**src/rtl/mdu_issue_ctrl.sv**
```systemverilog
// mdu_issue_ctrl
//   Issue controller for the E-stage multiply/divide unit. Accepts the decoded
//   MD-class instruction in E, produces the MDU start strobe and op code, tracks
//   mult/div occupancy with a latency counter, stalls D-stage MD instructions
//   while the unit is occupied, and flags illegal issue attempts (sticky).
//
// Ports
//   clk         in   rising-edge clock
//   reset       in   synchronous active-low reset
//   D_md_use    in   instruction in D is MD-class
//   E_md_valid  in   instruction in E is MD-class and not a bubble
//   E_md_op     in   [3:0] 0 MULT,1 MULTU,2 DIV,3 DIVU,4 MFHI,5 MFLO,6 MTHI,7 MTLO
//   mdu_start   out  start strobe to the MDU (combinational)
//   mdu_op      out  [3:0] op code to the MDU, 4'hF = NOP (combinational)
//   mdu_busy    out  unit occupied by mult/div (registered)
//   mdu_done    out  pulse on the last busy cycle (registered)
//   stall_D     out  freeze D/F, bubble into E (combinational)
//   issue_err   out  sticky illegal-issue flag (registered)
module mdu_issue_ctrl #(
  parameter int MULT_LAT = 5,
  parameter int DIV_LAT  = 10,
  parameter int CNT_W    = 4
) (
  input  logic       clk,
  input  logic       reset,
  input  logic       D_md_use,
  input  logic       E_md_valid,
  input  logic [3:0] E_md_op,
  output logic       mdu_start,
  output logic [3:0] mdu_op,
  output logic       mdu_busy,
  output logic       mdu_done,
  output logic       stall_D,
  output logic       issue_err
);

  localparam logic [0:0] ST_IDLE = 1'b0;
  localparam logic [0:0] ST_RUN  = 1'b1;

  localparam logic [CNT_W-1:0] MULT_CNT = CNT_W'(MULT_LAT);
  localparam logic [CNT_W-1:0] DIV_CNT  = CNT_W'(DIV_LAT);
  localparam logic [CNT_W-1:0] CNT_ONE  = CNT_W'(1);
  localparam logic [CNT_W-1:0] CNT_TWO  = CNT_W'(2);

  logic [0:0]       r_state;
  logic [CNT_W-1:0] r_cnt;
  logic             r_busy;
  logic             r_done;
  logic             r_err;

  logic w_op_legal;
  logic w_accept;
  logic w_start;
  logic w_illegal;

  // Nothing issues while the block is held in reset, so the MDU never sees a
  // start strobe during the reset window.
  assign w_op_legal = (E_md_op <= 4'd7);
  assign w_accept   = reset & E_md_valid & (r_state == ST_IDLE) & w_op_legal;
  assign w_start    = w_accept & (E_md_op <= 4'd3);
  assign w_illegal  = reset & E_md_valid & ((r_state == ST_RUN) | ~w_op_legal);

  assign mdu_start = w_start;
  assign mdu_op    = w_accept ? E_md_op : 4'hF;
  assign mdu_busy  = r_busy;
  assign mdu_done  = r_done;
  assign issue_err = r_err;
  // Including the start strobe catches an MD instruction in D sitting right
  // behind a mult/div that is issuing this cycle (busy not yet registered).
  assign stall_D   = D_md_use & (r_busy | w_start);

  always_ff @(posedge clk) begin
    if (!reset) begin
      r_state <= ST_IDLE;
      r_cnt   <= '0;
      r_busy  <= 1'b0;
      r_done  <= 1'b0;
      r_err   <= 1'b0;
    end else begin
      if (w_illegal) begin
        r_err <= 1'b1;
      end
      if (r_state == ST_IDLE) begin
        if (w_start) begin
          r_state <= ST_RUN;
          // op bit 1 separates div/divu (2,3) from mult/multu (0,1)
          r_cnt   <= E_md_op[1] ? DIV_CNT : MULT_CNT;
          r_busy  <= 1'b1;
        end
      end else begin
        if (r_cnt > CNT_ONE) begin
          r_cnt  <= r_cnt - CNT_ONE;
          // cnt==2 now means cnt==1 next cycle: the final busy cycle
          r_done <= (r_cnt == CNT_TWO);
        end else begin
          r_state <= ST_IDLE;
          r_cnt   <= '0;
          r_busy  <= 1'b0;
          r_done  <= 1'b0;
        end
      end
    end
  end

endmodule
```
**config.mk**
```make
export PLATFORM = sky130hd
export DESIGN_NAME = mdu_issue_ctrl
export DESIGN_NICKNAME = d
export VERILOG_FILES = /design/src/rtl/mdu_issue_ctrl.sv
export SDC_FILE = /design/constraint.sdc
export NUM_CORES = 1
export LEC_CHECK = 0
export ABC_AREA = 1
export BUFFER_PORTS_ARGS = -buffer_cell sky130_fd_sc_hd__clkbuf_2
export CAP_MARGIN = 5
export CELL_PAD_IN_SITES_DETAIL_PLACEMENT = 0
export CELL_PAD_IN_SITES_GLOBAL_PLACEMENT = 1
export CORE_MARGIN = 1
export CORE_UTILIZATION = 31
export DETAILED_ROUTE_END_ITERATION = 8
export PLACE_DENSITY_LB_ADDON = 0.3
export SLEW_MARGIN = 20
export SYNTH_ARGS = -nofsm -noshare
export SYNTH_HDL_FRONTEND = slang
export SYNTH_SLANG_ARGS = --single-unit
```
**constraint.sdc**
```tcl
create_clock -name clk -period 1.53 [get_ports clk]
set_clock_uncertainty 0.15 [all_clocks]
set_input_delay 0.306 -clock clk [delete_from_list [all_inputs] [get_ports clk]]
set_output_delay 0.306 -clock clk [all_outputs]
set_load 0.05 [all_outputs]
```
==> flow_summary.yaml <==
status:
  outcome: "finished with violations"
  violations: "setup timing"
power_and_ir_drop:
  power.leakage_nw: 0.425
  ir_drop_v: 0.000361
  finalPower_mw: 0.556
  pwr_density_cell_nw_per_um2: 670
layout:
  num-nets-final: 121
  drive_above_1_share_pct: 45.4
  antenna-diode-count: 0
  design_area_um2: 830
  layout_common_cells: "inv_1, nand2_1, nor2_1, buf_4, clkbuf_2"
  instances_no_fill: 124
  area_delta_synth_final_pct: 64.5
logic_synthesis:
  synth_area_per_cell_um2: 6.63
  yosys_warnings: 0
  yosysTopAreaCell: "dfxtp_1"
  synthTopCellsByArea: "dfxtp_1, inv_1, nand2_1, nor2_1, ha_1"
  yosysTopAreaCellShare_pct: 31.8
  synthCells: 76
  yosysSeqAreaShare_pct: 31.8
  yosysUniqueCellTypes: 19
  synth_seq_cells: 8
  synth_fp_nets: 87
  syn_area_um2: 504
floorplan:
  design.core.area_um2: 1510
  die_y_um: 42.3
  io_pins: 17
  die-area_um2: 1790
  die_w_um: 42.3
  start_util_pct: 33.5
  rows: 14
placement:
  place_congestion: 0.732
  placed_cells_incl_taps: 116
  port_buffers: 16
  post_dp_cell_area_um2: 686
  dpl.hpwl_um: 904
clock_tree:
  cts-hold-fix-buffers: 0
  cts_root_buf: "clkbuf_4"
  cts_tree: "yes"
  ctsHtreeMaxLevel: 1
  path_clk_slew_ps: 60
  cts_sinks: 8
  clockBufferDepth: 2
  numCtsBuffers: 3
  clock_latency_ps: 250
critical_path:
  worstPathArrival_ps: 1200
  cp.required_ps: 1070
  path_max_fanout: 3
  crit_type: "reg2out"
  crit_path_cell_trace: "nor2_4, nand2_2, or2_4, buf_8"
  cp_slowest_cell: "dfxtp_4"
  crit_buf_inv: 1
  slowest_delay_ps: 350
  start_kind: "flop"
  cp_top_family: "simple AND/OR/NAND/NOR gates"
  cp-end-kind: "output port"
grt:
  grt_pass1_wl_um: 1930
  antenna_found_initial: 0
  grt_usage_pct: 14.4
  grt_max_degree: 9
  grt_pass1_vias: 468
  grt-ovfl-total: 0
sta:
  worst_slack_ps: -130
  hold_viol_final: 0
  period_minus_slack_ps: 1660
  fmax_ghz: 0.602
  rsz0062_at_grt: "true"
  setup_viol: 6
  finalCritPeriodShare_pct: 108
  finalMaxSlewViolations: 0
  relSlewSlack_pct: 81.1
  tightest_slew_ps: 285
worst_hold_path:
  holdCritPathClass: "in2reg"
routing:
  drtAntennaViolNets: 0
  wl_um: 1180
  routedWlPerCell_um: 9.55
  first_pass_iters: 4
  vias: 551
  drcViolationCount: 0
  drt_iter0_drc: 13
  viasPerCell: 4.44
flow_run:
  max-cap-violations: 0
[power by group]
group          switching (mW)  internal [mW]
Combinational          0.0970         0.0704
Clock                  0.0737         0.0899
Sequential            0.00733          0.218
Total                   0.178          0.378
[registers in the layout, summed over array words and instances (netlist names)]
register	flops
r_cnt	4
issue_err	1
mdu_busy	1
mdu_done	1
r_state	1
[kinds of logic (layout without fill, tap and decap cells)]
kind of cell / after synthesis / count (layout) / synth area share [%]
AOI/OAI and AO/OA: 9 / 9 / 9.68
DFF: 8 / 8 / 31.8
and+or+nand+nor: 39 / 39 / 37.2
buffers and inverters: 16 / 48 / 12.2
xor gates and xnor gates: 1 / 1 / 1.74
adders and majority gates: 3 / 3 / 7.44
[final timing paths]
path | depth (start not counted) | start | end | slack, ps
hold / removal | 3 | E_md_valid | issue_err | 180
setup / recovery | 4 | r_state | mdu_op[0] | -130
hold reg to reg | 2 | issue_err | issue_err | 310
setup reg to reg | 9 | r_cnt[0] | r_cnt[0] | 130
[routing by layer]
metal	routed length (um)	global-route usage, %	part of all wire [%]	vias up
li1	-	-	-	299
met1	561	19.1	47	232
met2	544	21.2	46	20
met3	78	6.47	6.6	0
met4	0	3.75	0	0
met5	0	0	0	-
[what timing repair did]
| item | in CTS | in global routing |
|---|---|---|
| gates resized for setup | 13 | 15 |
| endpoints found under the setup margin | 5 | 10 |
| buffers inserted | 4 | 2 |
| hold endpoints to repair | 0 | 0 |
[worst min-delay path, cell delays in order]
cell      delay, ps
clkbuf_2         90
nand2_2          60
o21ai_0          80
[Yosys cell counts]
library cell	count
a21oi_1	3
a21oi_2	1
clkinv_2	1
dfxtp_1	8
ha_1	3
inv_1	14
inv_2	1
nand2_1	14
nand2_2	2
nand2_4	1
nand3_1	6
nand3_4	1
nand4_1	1
nor2_1	12
nor2_2	1
o21ai_0	2
o21ai_1	3
or2_2	1
xnor2_1	1
[metrics by stage]
| stage | setup WS, ps | utilization (%) | TNS [ps] | hold slack [ps] |
|---|---|---|---|---|
| floorplan | -88.3 | - | -104 | 269 |
| global placement | -28.9 | 45.5 | -33.2 | 290 |
| detailed placement | -54.7 | 45.5 | -95.4 | 303 |
| CTS | -147 | 52.7 | -625 | 181 |
| global route | -169 | 55.1 | -746 | 213 |
| finish | -130 | 55.1 | -503 | 183 |
[final cells by class]
type,instances,area (um2)
Fill cell,147,677
Tap cell,16,20.0
Clock buffer,3,22.5
Sequential cell,8,165
Inverter,16,61.3
Timing Repair Buffer,29,245
Multi-Input combinational cell,52,315
(Power assumes the default switching activity.)
